<file path="src/rtl/rsa_pkg.sv">
// Shared constants for the RSA encrypt/decrypt cores: operand width,
// multiplier iteration count and the FSM state encoding.
package rsa_pkg;
  localparam int RSA_W    = 16;
  localparam int MM_ITERS = 16;

  typedef logic [3:0] state_t;

  localparam state_t ST_IDLE     = 4'd0;
  localparam state_t ST_REDUCE   = 4'd1;
  localparam state_t ST_REDUCE_W = 4'd2;
  localparam state_t ST_CHECK    = 4'd3;
  localparam state_t ST_MUL      = 4'd4;
  localparam state_t ST_MUL_W    = 4'd5;
  localparam state_t ST_SQR      = 4'd6;
  localparam state_t ST_SQR_W    = 4'd7;
  localparam state_t ST_DONE     = 4'd8;
  localparam state_t ST_ERR      = 4'd9;
endpackage

</file>
<file path="src/rtl/rsa_modmul.sv">
// Bit-serial MSB-first interleaved modular multiplier: mm_res = a*b mod n.
// Requires a < n; one multiplier bit per cycle, mm_done in the last iteration.
module rsa_modmul
  import rsa_pkg::*;
#(
  parameter int W     = RSA_W,
  parameter int ITERS = MM_ITERS
) (
  input  logic         clk,
  input  logic         rst,
  input  logic         mm_start,
  input  logic [W-1:0] a,
  input  logic [W-1:0] b,
  input  logic [W-1:0] n,
  output logic         mm_done,
  output logic [W-1:0] mm_res
);
  localparam int CW = $clog2(ITERS);

  logic [CW-1:0] cnt_q;
  logic [W:0]    acc_q;
  logic          run_q;
  logic [W:0]    n_ext, dbl, dbl_red, sum, sum_red;

  // Every intermediate stays below 2n, so W+1 bits never overflow.
  always_comb begin
    n_ext   = {1'b0, n};
    dbl     = acc_q << 1;
    dbl_red = (dbl >= n_ext) ? dbl - n_ext : dbl;
    sum     = dbl_red + (b[cnt_q] ? {1'b0, a} : '0);
    sum_red = (sum >= n_ext) ? sum - n_ext : sum;
  end

  always_ff @(posedge clk or negedge rst) begin
    if (!rst) begin
      cnt_q <= '0;
      acc_q <= '0;
      run_q <= 1'b0;
    end else if (mm_start) begin
      cnt_q <= CW'(ITERS - 1);
      acc_q <= '0;
      run_q <= 1'b1;
    end else if (run_q) begin
      acc_q <= sum_red;
      cnt_q <= cnt_q - 1'b1;
      if (cnt_q == '0) run_q <= 1'b0;
    end
  end

  assign mm_done = run_q && (cnt_q == '0);
  assign mm_res  = sum_red[W-1:0];
endmodule

</file>
<file path="src/rtl/rsa_decrypt.sv">
// RSA decryption core: dec_val = cipher_val^priv_exp mod modulus using
// right-to-left square-and-multiply over rsa_modmul.
//   IDLE wait start | REDUCE/_W base=c mod n | CHECK inspect e[0]
//   MUL/_W acc*=base | SQR/_W base^2, e>>=1 | DONE publish | ERR n<2
module rsa_decrypt
  import rsa_pkg::*;
#(
  parameter int WIDTH = RSA_W
) (
  input  logic             clk,
  input  logic             rst,
  input  logic             start,
  input  logic [WIDTH-1:0] cipher_val,
  input  logic [WIDTH-1:0] priv_exp,
  input  logic [WIDTH-1:0] modulus,
  output logic             busy,
  output logic             dec_done,
  output logic [WIDTH-1:0] dec_val,
  output logic             dec_err
);
  state_t state_q, state_d;
  logic [WIDTH-1:0] c_q, e_q, n_q, acc_q, base_q, dec_val_q;
  logic             dec_done_q, dec_err_q, prep_q;
  logic             mm_start, mm_done;
  logic [WIDTH-1:0] mm_a, mm_b, mm_res;
  logic             e_hi_nz, n_small;

  assign e_hi_nz = |e_q[WIDTH-1:1];
  assign n_small = ~|n_q[WIDTH-1:1];

  always_ff @(posedge clk or negedge rst) begin
    if (!rst) state_q <= ST_IDLE;
    else      state_q <= state_d;
  end

  always_comb begin
    state_d = state_q;
    case (state_q)
      ST_IDLE:     if (start) state_d = (modulus[WIDTH-1:1] == '0) ? ST_ERR : ST_REDUCE;
      ST_ERR:      state_d = ST_DONE;
      ST_REDUCE:   if (prep_q) state_d = ST_REDUCE_W;
      ST_REDUCE_W: if (mm_done) state_d = ST_CHECK;
      ST_CHECK: begin
        if (e_q == '0)   state_d = ST_DONE;
        else if (e_q[0]) state_d = ST_MUL;
        else             state_d = e_hi_nz ? ST_SQR : ST_DONE;
      end
      ST_MUL:      state_d = ST_MUL_W;
      ST_MUL_W:    if (mm_done) state_d = e_hi_nz ? ST_SQR : ST_DONE;
      ST_SQR:      state_d = ST_SQR_W;
      ST_SQR_W:    if (mm_done) state_d = ST_CHECK;
      ST_DONE:     state_d = ST_IDLE;
      default:     state_d = ST_IDLE;
    endcase
  end

  always_comb begin
    busy     = (state_q != ST_IDLE);
    mm_start = 1'b0;
    mm_a     = '0;
    mm_b     = '0;
    case (state_q)
      ST_REDUCE, ST_REDUCE_W: begin
        mm_a     = WIDTH'(1);
        mm_b     = c_q;
        mm_start = (state_q == ST_REDUCE) && prep_q;
      end
      ST_MUL, ST_MUL_W: begin
        mm_a     = acc_q;
        mm_b     = base_q;
        mm_start = (state_q == ST_MUL);
      end
      ST_SQR, ST_SQR_W: begin
        mm_a     = base_q;
        mm_b     = base_q;
        mm_start = (state_q == ST_SQR);
      end
      default: ;
    endcase
  end

  // REDUCE holds for one extra cycle to seed acc before launching the reduction.
  always_ff @(posedge clk or negedge rst) begin
    if (!rst) begin
      c_q        <= '0;
      e_q        <= '0;
      n_q        <= '0;
      acc_q      <= '0;
      base_q     <= '0;
      dec_val_q  <= '0;
      dec_done_q <= 1'b0;
      dec_err_q  <= 1'b0;
      prep_q     <= 1'b0;
    end else begin
      prep_q <= (state_q == ST_REDUCE);
      case (state_q)
        ST_IDLE: if (start) begin
          c_q        <= cipher_val;
          e_q        <= priv_exp;
          n_q        <= modulus;
          dec_val_q  <= '0;
          dec_done_q <= 1'b0;
          dec_err_q  <= 1'b0;
        end
        ST_REDUCE:   acc_q <= WIDTH'(1);
        ST_REDUCE_W: if (mm_done) base_q <= mm_res;
        ST_MUL_W:    if (mm_done) acc_q <= mm_res;
        ST_SQR_W: if (mm_done) begin
          base_q <= mm_res;
          e_q    <= e_q >> 1;
        end
        ST_ERR:      acc_q <= '0;
        ST_DONE: begin
          dec_val_q  <= acc_q;
          dec_err_q  <= n_small;
          dec_done_q <= 1'b1;
        end
        default: ;
      endcase
    end
  end

  assign dec_val  = dec_val_q;
  assign dec_done = dec_done_q;
  assign dec_err  = dec_err_q;

  rsa_modmul #(.W(WIDTH), .ITERS(WIDTH)) u_modmul (
    .clk      (clk),
    .rst      (rst),
    .mm_start (mm_start),
    .a        (mm_a),
    .b        (mm_b),
    .n        (n_q),
    .mm_done  (mm_done),
    .mm_res   (mm_res)
  );
endmodule

</file>
<file path="config.mk">
export PLATFORM = sky130hd
export DESIGN_NAME = rsa_decrypt
export DESIGN_NICKNAME = d
export VERILOG_FILES = /design/src/rtl/rsa_pkg.sv /design/src/rtl/rsa_modmul.sv /design/src/rtl/rsa_decrypt.sv
export SDC_FILE = /design/constraint.sdc
export NUM_CORES = 1
export LEC_CHECK = 0
export ABC_AREA = 1
export CAP_MARGIN = 20
export CORE_ASPECT_RATIO = 1.75
export CORE_MARGIN = 4
export CORE_UTILIZATION = 53
export CTS_BUF_LIST = sky130_fd_sc_hd__clkbuf_8
export CTS_CLUSTER_SIZE = 20
export DETAILED_ROUTE_END_ITERATION = 6
export PLACE_DENSITY = 0.78
export SLEW_MARGIN = 20
export SYNTH_ARGS = -nofsm -noshare
export SYNTH_HDL_FRONTEND = slang
export SYNTH_HIERARCHICAL = 1
export SYNTH_SLANG_ARGS = --single-unit
export TNS_END_PERCENT = 30
</file>
<file path="constraint.sdc">
create_clock -name clk -period 13.8 [get_ports clk]
set_clock_uncertainty 0.1 [all_clocks]
set_input_delay 1.38 -clock clk [delete_from_list [all_inputs] [get_ports clk]]
set_output_delay 1.38 -clock clk [all_outputs]
set_load 0.005 [all_outputs]
</file>
# Word level (Yosys, flattened, before mapping)
# Cells that the tools add are included.
[word_totals]
reg_bits = 124
latch_bits = 0
ramBits = 0
rom_bits = 0
output_inout_bits = 19
elab_cells = 93
memories = 0
[op_classes]
addsub = 4
mul = 0
div_mod_pow = 0
order_cmp = 3
n_eq_ne = 14
shifts = 0
muxes = 34
bitwise = 0
reduce_logical = 25
[op_table]
columns = ["op", "count"]
rows = [
  ["two-way mux 16 bit", 8],
  ["one-hot mux 16 bit (2 select lines)", 3],
  ["one-hot mux 16 bit (3 select lines)", 2],
  ["two-way mux 4 bit", 10],
  [">= comparator 17 x 16 -> 1 bit", 2],
  ["one-hot mux 4 bit (8 select lines)", 1],
  ["OR reduction 15 bit", 2],
  ["adder 17 x 16 -> 17 bit", 1],
  ["two-way mux 17 bit", 1],
  ["subtractor 17 x 16 -> 17 bit", 1],
  ["equality test 4 x 3 -> 1 bit, second input constant", 4],
  ["logical NOT 16 bit", 1],
  ["subtractor 16 bit", 1],
  ["logical NOT 15 bit", 1],
  ["equality test 4 x 2 -> 1 bit, second input constant", 2],
  ["equality test 4 bit, second input constant", 2],
  ["logical NOT 4 bit", 2],
  ["!= test 2 bit, second input constant", 4],
  ["AND reduction 2 bit", 4],
  ["OR reduction 2 bit", 4],
  ["nonzero test 2 bit", 3],
  ["< comparator 4 x 5 -> 1 bit, second input constant", 1],
  ["two-way mux 1 bit", 5],
  ["binary-select mux 1 bit (select 4 bit)", 1],
  ["other kinds (12)", 14],
]

# Longest topological paths before layout
# Gate-level depths: netlist (run 1).
[logic_depth]
ltp_word = 11
mapped_depth = 41
ltp_nobuf = 39

# Cells and area by module
# The synthesis (run 1) kept the hierarchy.
[modules_own_cells]
columns = ["module", "n_inst", "cells_per_inst", "area_per_inst_um2"]
rows = [
  ["rsa_decrypt", 1, 602, 4810.9],
  ["rsa_modmul", 1, 700, 4199.0],
]

# Worst setup path before layout (run 1)
# Ideal clock, no wire load.
[synth_path]
path_kind = "reg-to-reg"
startpoint = "register state_q[1]"
endpoint = "register, netlist name acc_q[12]"
setup_ns = 0.132
t_arrival_ns = 4.701
path_slack_ns = 8.867
stages_incl_launch_ff = 39
path_buffers = 2
cell_sequence = "dfrtp_1 inv_2 nand2_2 inv_1 nand2_1 nand2_2 buf_4 nand2_1 o21ai_0 o21ai_0 o221ai_1 o211ai_1 nand2_1 inv_1 nor2_1 ha_1 inv_1 fa_1 [... 3 more ...] nand2_1 nand2_2 nand3_1 nand3_1 xor2_1 inv_1 ha_1 nand2_1 nor2_1 and2_1 a31oi_1 inv_1 nor2_4 buf_4 nand4_1 and2_1 inv_1 o22ai_1"
[synth_rtl]
columns = ["item", "line_no", "text"]
rows = [
  ["start, declared", "rsa_decrypt.sv:21", "state_t state_q, state_d;"],
  ["start signal, assigned", "rsa_decrypt.sv:33", "else state_q <= state_d;"],
]

==> results_tabular.tex, run 1 <==
\begin{tabular}{lr}
\hline
Metric & Value \\
\hline
\multicolumn{2}{l}{\textbf{Status}} \\
Result of the run & finished clean \\
\multicolumn{2}{l}{\textbf{Floorplanning}} \\
Overall die area & 19200 um\^{}2 \\
Die X & 107 um \\
Placeable Area & 16500 um\^{}2 \\
I/O pin count & 70 \\
Starting density of the core & 54.5\% \\
Row cnt & 62 \\
Die span in y & 180 um \\
\multicolumn{2}{l}{\textbf{Synthesis}} \\
Sequential area share after synthesis & 34.4\% \\
Net count of the mapped netlist & 1406 \\
Flip-flop and latch count after synthesis & 124 \\
Synthesized instance count & 1302 \\
Number of distinct library cells after synthesis & 44 \\
Syn. warnings & 6 \\
Number of synthesized flops with an enable pin & 0 \\
Leading cell types by total area after synthesis & dfrtp\_1 (34\%), nand2\_1 (16\%), inv\_1 (8.0\%) \\
Average cell area after synthesis & 6.92 um\^{}2 \\
Share of Yosys cell area claimed by the top area cell type & 34.4\% \\
Share of async-settable or async-resettable flops after synthesis & 100\% \\
Leading area contributor after synthesis & dfrtp\_1 \\
Most used DFF post-synth & dfrtp\_1 \\
Cell Area, Synth & 9010 um\^{}2 \\
\multicolumn{2}{l}{\textbf{Min path}} \\
Worst min path class & flip-flop to flip-flop \\
Worst min-delay path startpoint & dec\_done \\
\multicolumn{2}{l}{\textbf{Clocking}} \\
CTS Hold Buffers Added & 0 \\
Clock tree from TritonCTS & done \\
Postcts setup bufs & 0 \\
Buffer type at the clock tree root & clkbuf\_8 \\
Count of clock tree sinks & 124 \\
Number of CTS-inserted buffers & 17 \\
Later-pin clock latency in the skew report & 0.46 ns \\
Buffers from clock root to sink, at most & 2 \\
Clock transition at the register clock pins on the worst setup and hold paths after CTS & 0.08 ns \\
Post\_cts resized & 0 \\
Level count of the clock H-tree & 4 \\
\multicolumn{2}{l}{\textbf{Pwr}} \\
Total power density per cell area & 71.4 nW/um\^{}2 \\
Worst-case vdd ir drop & 53.1 uV \\
Leakage & 5.22 nW \\
Total chip power & 731 uW \\
\multicolumn{2}{l}{\textbf{STA}} \\
Fin Setup TNS & 0 ns \\
Worst slew margin relative to its limit & 23.7\% \\
Unrepaired setup endpoints after global routing & no \\
Peak clock frequency supported by timing & 157 MHz \\
Final worst path period share & 46.2\% \\
Count of final setup violators & 0 \\
Final number of max-transition violations & 0 \\
Final worst path period need & 6.37 ns \\
Worst slew pin tran & 1.14 ns \\
Final hold vios & 0 \\
\multicolumn{2}{l}{\textbf{Place}} \\
Final GP Congestion & 0.998 \\
\# port buffers & 69 \\
Cell area reported after detailed placement & 9770 um\^{}2 \\
Half-perimeter wire length after placement & 18.5 mm \\
\multicolumn{2}{l}{\textbf{Cells and area}} \\
Final net count & 1458 \\
Design area & 10200 um\^{}2 \\
Most common cell after layout, fill and taps aside & nand2\_1 \\
Syn-to-layout area delta & 13.6\% \\
Number of fillers in the final layout & 1552 \\
Antenna diodes & 0 \\
Fraction of final layout cells sized beyond drive strength 1 & 6.00\% \\
Commonest cells after routing, fill and taps aside & nand2\_1 (377), inv\_1 (193), dfrtp\_1 (124) \\
\multicolumn{2}{l}{\textbf{Worst setup path}} \\
Type of the worst setup path & flip-flop to flip-flop \\
Data required time at the worst endpoint & 14.06 ns \\
Largest fanout on the critical path & 18 \\
Largest stage delay on the critical path & 0.43 ns \\
Most frequent cell on the critical path & nand2\_1 \\
Arrival time worst endpoint & 6.63 ns \\
Crit path from & state\_q[1] \\
Crit Reg-Reg Startpoint & state\_q[1] \\
Startpoint class of the critical path & flip-flop \\
Type of destination of the critical path & flip-flop \\
Critical Path Slowest Stage Cell & dfrtp\_1 \\
\multicolumn{2}{l}{\textbf{GRT}} \\
Most heavily used metal layer in global routing & met2 \\
Tot GR Track Use & 24.8\% \\
Antenna violations before repair & 0 \\
Global routing usage on met2 & 45.4\% \\
First-pass GRT wire length & 38.4 mm \\
Maximum number of pins on one net before global-route repair & 75 \\
GR Util met3 & 3.80\% \\
Number of global-route vias before repair & 8305 \\
Remaining global-route overflow & 0 \\
Met1 Track Usage GR & 26.8\% \\
\multicolumn{2}{l}{\textbf{Routing}} \\
Router iterations before antenna repair & 5 \\
Total vias in the final route & 8497 \\
Final ANT Viol Nets & 0 \\
Vias/cell & 5.34 \\
Drt initial violations & 538 \\
Post-Route WL & 23.3 mm \\
Average detailed-routed wire length per instance & 14.7 um \\
Residual DRC & 0 \\
\multicolumn{2}{l}{\textbf{Job}} \\
Maxcap violations & 0 \\
\hline
\end{tabular}
-- power breakdown --
group          internal [mW]  switching (mW)
logic                 0.0136          0.0111
clock network          0.189           0.154
registers              0.363               0
-- per-stage QoR --
step	worst slack, ns	hold WS [ns]	cells	utilization, %
after detailed placement	7.57	0.362	1558	59.1
after global placement	7.63	0.352	1558	59.1
after CTS	7.53	0.381	1590	61.7
after global routing	6.86	0.393	1591	61.9
after floorplan	8.87	0.349	1302	-
final	7.43	0.379	1591	61.9
-- kinds of logic (layout without fill, tap and decap cells) --
kind of cell	after synthesis	count (layout)	share of synthesized area [%]
and+or+nand+nor	622	622	29.8
buffers and inverters	239	304	10.8
AOI/OAI and AO/OA	231	231	14.1
DFF	124	124	34.4
adders and majority gates	53	53	7.61
xor gates and xnor gates	33	33	3.21
-- registers in the layout, summed over array words and instances (netlist names) --
register	count
acc_q	16
base_q	16
c_q	16
dec_val	16
e_q	16
n_q	16
u_modmul/acc_q	16
state_q	4
u_modmul/cnt_q	4
dec_done	1
dec_err	1
prep_q	1
u_modmul/run_q	1
-- synth_stat cells, types with 2 or more instances --
| cell type | number |
|---|---|
| xor2_1 | 19 |
| nand3b_1 | 8 |
| o21bai_1 | 3 |
| and2_1 | 18 |
| buf_6 | 5 |
| nor2_1 | 96 |
| nor2_4 | 3 |
| xnor2_1 | 14 |
| a21boi_0 | 2 |
| buf_4 | 5 |
| nand3_1 | 66 |
| o21ai_1 | 26 |
| nor2_2 | 3 |
| dfrtp_1 | 124 |
| o211ai_1 | 3 |
| a31oi_1 | 7 |
| nand2_1 | 377 |
| nand2_4 | 2 |
| nand2_2 | 22 |
| o221ai_1 | 2 |
| inv_2 | 7 |
| buf_2 | 19 |
| o21ai_2 | 2 |
| nand4_1 | 19 |
| fa_1 | 3 |
| nor3_1 | 2 |
| o22ai_1 | 32 |
| inv_1 | 192 |
| ha_1 | 50 |
| a21oi_1 | 46 |
| clkbuf_1 | 11 |
| a21o_1 | 2 |
| o21ai_0 | 101 |
-- layout make-up --
| type | count | area (um^2) | area share [%] |
|---|---|---|---|
| Clock buffer | 19 | 262 | 2.56 |
| Timing Repair Buffer | 73 | 738 | 7.22 |
| Tap cell | 224 | 280 | 2.74 |
| Inverter | 199 | 747 | 7.30 |
| Sequential cell | 124 | 3100 | 30.3 |
| Clock inverter | 13 | 164 | 1.60 |
| Multi-Input combinational cell | 939 | 4940 | 48.3 |
-- worst paths after layout --
check,endpoint,slack [ns],depth (start not counted)
max,acc_q[15],7.43,36
min,dec_done,0.38,2
max reg2reg,acc_q[15],7.43,36
min reg2reg,dec_done,0.38,2
max in group asynchronous,dec_err,11.38,2
min in group asynchronous,c_q[7],0.82,1
-- routing by layer --
layer / wire length [um] / up-vias
met5: 0 / -
met4: 1280 / 0
met3: 1030 / 78
met2: 12100 / 282
met1: 8930 / 3863
li1: - / 4274
-- critical path, delay by kind of cell, from the launching register on --
family / cells / cell delay (ns)
AOI/OAI and AO/OA: 8 / 1.28
and+or+nand+nor: 17 / 2.60
buffers and inverters: 7 / 0.72
adders and majority gates: 3 / 0.93
xor gates and xnor gates: 1 / 0.21
DFF: 1 / 0.43
Note: power is estimated with default switching activity, not from simulation.
==> run 2: changes to the inputs <==
Settings changed: PLACE_DENSITY 0.78 to 0.81.
Clock period 13.8 ns to 5.2 ns, I/O delays scaled along.
==> results_tabular.tex, run 2 (synthesis gave the netlist of run 1 again) <==
\begin{tabular}{lr}
\hline
Metric & Value \\
\hline
\multicolumn{2}{l}{\textbf{Status}} \\
Result of the run & complete, but fails checks \\
Violated checks & negative setup slack \\
\multicolumn{2}{l}{\textbf{Clocking}} \\
Level count of the clock H-tree & 4 (unchanged) \\
Clock tree from TritonCTS & done \\
Number of CTS-inserted buffers & 17 (unchanged) \\
Count of clock tree sinks & 124 (unchanged) \\
Buffers from clock root to sink, at most & 2 (unchanged) \\
Buffer type at the clock tree root & clkbuf\_8 \\
Clock transition at the register clock pins on the worst setup and hold paths after CTS & 0.08 ns (about the same) \\
Later-pin clock latency in the skew report & 0.46 ns (about the same) \\
\multicolumn{2}{l}{\textbf{Cells and area}} \\
Syn-to-layout area delta & 32.8\% \\
Antenna diodes & 0 (unchanged) \\
Fraction of final layout cells sized beyond drive strength 1 & 23.3\% (+17 points) \\
Final net count & 1591 (+9.1\%) \\
Commonest cells after routing, fill and taps aside & nand2\_1 (353), inv\_1 (169), dfrtp\_1 (122), buf\_4 (122), nor2\_1 (81) \\
Most common cell after layout, fill and taps aside & nand2\_1 \\
\multicolumn{2}{l}{\textbf{Worst setup path}} \\
Largest fanout on the critical path & 7 (-11) \\
Type of the worst setup path & flip-flop to flip-flop \\
Arrival time worst endpoint & 5.59 ns (-1.04 ns) \\
Largest stage delay on the critical path & 0.41 ns (-0.02 ns) \\
Data required time at the worst endpoint & 5.40 ns (-8.66 ns) \\
Type of destination of the critical path & flip-flop \\
Most frequent cell on the critical path & nand2\_1 \\
Critical Path Slowest Stage Cell & dfrtp\_1 \\
Minimum setup slack among reg-to-reg paths & -0.19 ns (-7.62 ns) \\
Startpoint class of the critical path & flip-flop \\
Worst path buffer plus inverter count & 9 (+2) \\
Worst path top cell family by delay & simple AND/OR/NAND/NOR gates \\
\multicolumn{2}{l}{\textbf{STA}} \\
Count of final setup violators & 34 (+34) \\
Final hold vios & 0 (unchanged) \\
Worst slew margin relative to its limit & 23.8\% (+0.087 points) \\
Final worst path period need & 5.39 ns (-0.982 ns) \\
Peak clock frequency supported by timing & 186 MHz (+18\%) \\
Worst slew pin tran & 1.14 ns (+0.000153 ns) \\
Final number of max-transition violations & 0 (unchanged) \\
Fin Setup TNS & -2.94 ns (-2.94 ns) \\
Unrepaired setup endpoints after global routing & yes \\
Final worst path period share & 104\% (+57 points) \\
Final-layout worst hold slack & 0.389 ns (+0.0101 ns) \\
Setup slack after layout & -0.191 ns (-7.62 ns) \\
\multicolumn{2}{l}{\textbf{Routing}} \\
Post-Route WL & 30.7 mm (+31\%) \\
Average detailed-routed wire length per instance & 17.8 um (+21\%) \\
Residual DRC & 0 (unchanged) \\
Router iterations before antenna repair & 5 (unchanged) \\
Drt initial violations & 1015 (+89\%) \\
Vias/cell & 5.74 (+7.5\%) \\
Final ANT Viol Nets & 0 (unchanged) \\
Total vias in the final route & 9895 (+16\%) \\
\multicolumn{2}{l}{\textbf{Floorplanning}} \\
Die X & 107 um (unchanged) \\
Starting density of the core & 54.5\% (unchanged) \\
Placeable Area & 16500 um\^{}2 (unchanged) \\
Row cnt & 62 (unchanged) \\
I/O pin count & 70 (unchanged) \\
Die span in y & 180 um (unchanged) \\
Overall die area & 19200 um\^{}2 (unchanged) \\
\multicolumn{2}{l}{\textbf{GRT}} \\
Remaining global-route overflow & 0 (unchanged) \\
Maximum number of pins on one net before global-route repair & 78 (+4.0\%) \\
First-pass GRT wire length & 44.1 mm (+15\%) \\
Tot GR Track Use & 28.6\% (+3.7 points) \\
Antenna violations before repair & 0 (unchanged) \\
Number of global-route vias before repair & 9275 (+12\%) \\
\multicolumn{2}{l}{\textbf{Place}} \\
Half-perimeter wire length after placement & 20.6 mm (+11\%) \\
Final GP Congestion & 0.984 (-1.4\%) \\
\# port buffers & 69 (unchanged) \\
\multicolumn{2}{l}{\textbf{Job}} \\
Maxcap violations & 0 (unchanged) \\
\multicolumn{2}{l}{\textbf{Pwr}} \\
Leakage & 5.95 nW (+14\%) \\
Total power density per cell area & 157 nW/um\^{}2 (+120\%) \\
Worst-case vdd ir drop & 209 uV (+290\%) \\
\multicolumn{2}{l}{\textbf{Min path}} \\
Worst min path class & flip-flop to flip-flop \\
\hline
\end{tabular}
[run 2: cell types whose count changed in the layout (fill, tap and decap cells not counted), moves of 11 or more]
| cell | before | now |
|---|---|---|
| a21oi_1 | 46 | 34 |
| a21oi_2 | 1 | 13 |
| and2_1 | 18 | 7 |
| and2_4 | 0 | 11 |
| buf_4 | 4 | 122 |
| ha_1 | 50 | 22 |
| ha_4 | 0 | 26 |
| inv_1 | 193 | 169 |
| inv_2 | 7 | 30 |
| nand2_1 | 377 | 353 |
| nand2_2 | 22 | 42 |
| nor2_1 | 96 | 81 |
| o21ai_0 | 101 | 76 |
| o21ai_1 | 26 | 49 |
[run 2: worst paths after layout]
kind / start / to / depth (start not counted)
hold reg to reg: c_q[8] / c_q[8] / 2
hold / removal: c_q[8] / c_q[8] / 2
min in group asynchronous: rst / e_q[10] / 2
max in group asynchronous: rst / base_q[10] / 4
setup reg to reg: n_q[10] / acc_q[1] / 34
setup / recovery: n_q[10] / acc_q[1] / 34
[run 2: final cells by class]
class	count	area (um^2)
clock buffers	17	234
clock inverters	14	146
fillers	1228	4560
inverters	199	751
multi-input cells	943	5690
flip-flops and latches	124	3110
well taps	224	280
repair buffers	201	1750
repair inverters	1	7.51
[run 2: worst reg2reg max path: cells and delay by family, from the launching register on]
family,cells,cell delay [ns]
DFF,1,0.41
and+or+nand+nor,19,2.35
AOI/OAI and AO/OA,3,0.42
buffers and inverters,9,1.03
adders and majority gates,3,0.90
[run 2: layer usage]
layer	up-vias	GRT usage, %	share of wire [%]
met3	182	3.94	7.1
met5	-	0	0
met4	0	18.2	8.4
li1	4546	-	-
met2	576	51.6	50
met1	4591	30.5	34
[run 2: metrics by stage]
stage / setup slack [ns] / power [mW] / instances / util (%) / instance area, um^2
floorplan: 0.267 / 0.990 / 1302 / - / 9010
global placement: -0.179 / 1.05 / 1660 / 63.8 / 10500
detailed placement: -0.338 / 1.05 / 1660 / 63.8 / 10500
CTS: 0.00445 / 1.88 / 1703 / 67.7 / 11200
global route: -0.488 / 1.94 / 1723 / 72.4 / 12000
finish: -0.191 / 1.88 / 1723 / 72.4 / 12000
[run 2: power breakdown]
part / switching [mW] / internal (mW) / total [mW]
clock network: 0.424 / 0.424 / 0.848
registers: 0 / 0.963 / 0.963
logic: 0.0304 / 0.0383 / 0.0687
[run 2: what timing repair did]
action / 4_1_cts / 5_1_grt
endpoints found under the setup margin: 45 / 48
pin swaps: 8 / 53
cloned: 5 / 1
buffers inserted: 7 / 17
hold buffers: 0 / 1
hold endpoints to repair: 0 / 36
resized for setup: 36 / 157
==> run 3: changes to the inputs <==
Settings changed: CORE_UTILIZATION 53 to 30, PLACE_DENSITY 0.81 to 0.52.
Clock period 5.2 ns to 5.75 ns, I/O delays scaled along.
==> results_tabular.tex, run 3 (synthesis gave the netlist of run 1 again) <==
\begin{tabular}{lr}
\hline
Metric & Value \\
\hline
\multicolumn{2}{l}{\textbf{Floorplanning}} \\
Die span in y & 237 um (+31\%) \\
Row cnt & 83 (+34\%) \\
Placeable Area & 29500 um\^{}2 (+78\%) \\
Starting density of the core & 30.5\% (-24 points) \\
Die X & 139 um (+30\%) \\
Overall die area & 33000 um\^{}2 (+71\%) \\
I/O pin count & 70 (unchanged) \\
\multicolumn{2}{l}{\textbf{Job}} \\
Maxcap violations & 0 (unchanged) \\
\multicolumn{2}{l}{\textbf{Worst setup path}} \\
Startpoint class of the critical path & flip-flop \\
Arrival time worst endpoint & 5.70 ns (+0.11 ns) \\
Type of destination of the critical path & flip-flop \\
End of the worst register-to-register path & acc\_q[13] \\
Crit Reg-Reg Startpoint & n\_q[7] \\
R2R cell count & 35 (+2.9\%) \\
Largest fanout on the critical path & 7 (unchanged) \\
Most frequent cell on the critical path & nand2\_1 \\
Data required time at the worst endpoint & 6.00 ns (+0.60 ns) \\
Minimum setup slack among reg-to-reg paths & 0.30 ns (+0.49 ns) \\
Crit path from & n\_q[7] \\
Type of the worst setup path & flip-flop to flip-flop \\
Critical Path Slowest Stage Cell & dfrtp\_1 \\
Largest stage delay on the critical path & 0.43 ns (+0.02 ns) \\
\multicolumn{2}{l}{\textbf{GRT}} \\
First-pass GRT wire length & 46.2 mm (+4.8\%) \\
Remaining global-route overflow & 0 (unchanged) \\
Antenna violations before repair & 1 (+1) \\
Number of global-route vias before repair & 8949 (-3.5\%) \\
Tot GR Track Use & 17.8\% (-11 points) \\
Maximum number of pins on one net before global-route repair & 62 (-21\%) \\
\multicolumn{2}{l}{\textbf{Place}} \\
\# port buffers & 69 (unchanged) \\
Final GP Congestion & 0.928 (-5.7\%) \\
Cell area reported after detailed placement & 10500 um\^{}2 (-0.62\%) \\
Half-perimeter wire length after placement & 23.6 mm (+15\%) \\
\multicolumn{2}{l}{\textbf{Min path}} \\
Worst min path class & flip-flop to flip-flop \\
Hold Path End & dec\_done \\
Depth of the worst hold-timing path & 2 (unchanged) \\
Worst min-delay path startpoint & dec\_done \\
\multicolumn{2}{l}{\textbf{Clocking}} \\
Level count of the clock H-tree & 4 (unchanged) \\
Buffer type at the clock tree root & clkbuf\_8 \\
Buffers from clock root to sink, at most & 2 (unchanged) \\
Number of CTS-inserted buffers & 17 (unchanged) \\
Clock transition at the register clock pins on the worst setup and hold paths after CTS & 0.08 ns (about the same) \\
Later-pin clock latency in the skew report & 0.49 ns (+0.03 ns) \\
Clock tree from TritonCTS & done \\
Count of clock tree sinks & 124 (unchanged) \\
\multicolumn{2}{l}{\textbf{STA}} \\
Worst slew pin tran & 0.856 ns (-0.284 ns) \\
Final hold vios & 0 (unchanged) \\
Unrepaired setup endpoints after global routing & yes \\
Final worst path period share & 94.8\% (-8.9 points) \\
Count of final setup violators & 0 (-100\%) \\
Final-layout worst hold slack & 0.376 ns (-0.0129 ns) \\
Final number of max-transition violations & 0 (unchanged) \\
Worst slew margin relative to its limit & 42.3\% (+19 points) \\
Final worst path period need & 5.45 ns (+0.0595 ns) \\
Peak clock frequency supported by timing & 183 MHz (-1.1\%) \\
\multicolumn{2}{l}{\textbf{Pwr}} \\
Total power density per cell area & 159 nW/um\^{}2 (+1.0\%) \\
Leakage & 5.63 nW (-5.3\%) \\
Worst-case vdd ir drop & 131 uV (-37\%) \\
\multicolumn{2}{l}{\textbf{Routing}} \\
Average detailed-routed wire length per instance & 16.5 um (-7.5\%) \\
Final ANT Viol Nets & 0 (unchanged) \\
Post-Route WL & 30.0 mm (-2.2\%) \\
Vias/cell & 4.79 (-17\%) \\
Total vias in the final route & 8730 (-12\%) \\
Residual DRC & 0 (unchanged) \\
Router iterations before antenna repair & 5 (unchanged) \\
Drt initial violations & 562 (-45\%) \\
\multicolumn{2}{l}{\textbf{Cells and area}} \\
Design area & 11200 um\^{}2 (-6.2\%) \\
Syn-to-layout area delta & 24.5\% \\
Most common cell after layout, fill and taps aside & nand2\_1 \\
Final Util & 38.0\% (-34 points) \\
Commonest cells after routing, fill and taps aside & nand2\_1 (375), inv\_1 (189), dfrtp\_1 (122) \\
Final net count & 1530 (-3.8\%) \\
Fraction of final layout cells sized beyond drive strength 1 & 13.1\% (-10 points) \\
\multicolumn{2}{l}{\textbf{Status}} \\
Result of the run & finished clean \\
\hline
\end{tabular}
-- run 3: critical path, delay by kind of cell (launching register included) --
family	cells	cell delay (ns)
and+or+nand+nor	19	2.05
DFF	1	0.43
AOI/OAI and AO/OA	2	0.17
xor gates and xnor gates	1	0.28
buffers and inverters	10	1.23
adders and majority gates	3	1.02
-- run 3: metal layers --
layer  share of wire [%]  GRT usage (%)
met1                  37           18.1
met2                  56           35.1
met3                 2.5           2.38
met4                 5.0           8.61
met5                   0              0
-- run 3: worst max path at each step --
stage                           end  slack, ns  cells past startpoint
final                     acc_q[13]       0.30                     35
after global routing       acc_q[0]      -0.04                     32
after CTS                  acc_q[0]       0.05                     31
after detailed placement   acc_q[0]       0.03                     37
after global placement    acc_q[13]       0.02                     37
after floorplan           acc_q[12]       0.82                     38
-- run 3: layout make-up --
cell class	instances	area, um^2
flip-flops and latches	124	3110
inverters	199	753
well taps	382	478
repair buffers	142	1280
fillers	3156	18300
multi-input cells	941	5170
clock buffers	18	248
clock inverters	14	169
repair inverters	1	7.51
diodes	1	2.50
-- run 3: timing repair --
item / CTS / global route
pin swaps: 0 / 3
endpoints found under the hold margin: 32 / 0
buffers inserted: 0 / 5
endpoints found under the setup margin: 1 / 48
gates cloned: 0 / 3
hold buffers: 1 / 0
gates resized for setup: 1 / 60
-- run 3: power breakdown --
group / leakage, nW / internal (mW) / switching [mW] / total (mW)
Clock: 0.215 / 0.441 / 0.405 / 0.845
Combinational: 3.87 / 0.0337 / 0.0309 / 0.0646
Sequential: 1.55 / 0.871 / 0 / 0.871
Total: 5.63 / 1.35 / 0.436 / 1.78
-- run 3: per-stage QoR --
stage / cells / worst slack [ns] / power, mW / TNS (ns)
2_1_floorplan: 1302 / 0.817 / 0.895 / 0
3_3_place_gp: 1779 / 0.0185 / 0.955 / 0
3_5_place_dp: 1779 / 0.0275 / 0.955 / 0
4_1_cts: 1812 / 0.0478 / 1.81 / 0
5_1_grt: 1822 / -0.0374 / 1.84 / -0.0731
6_report: 1822 / 0.300 / 1.78 / 0
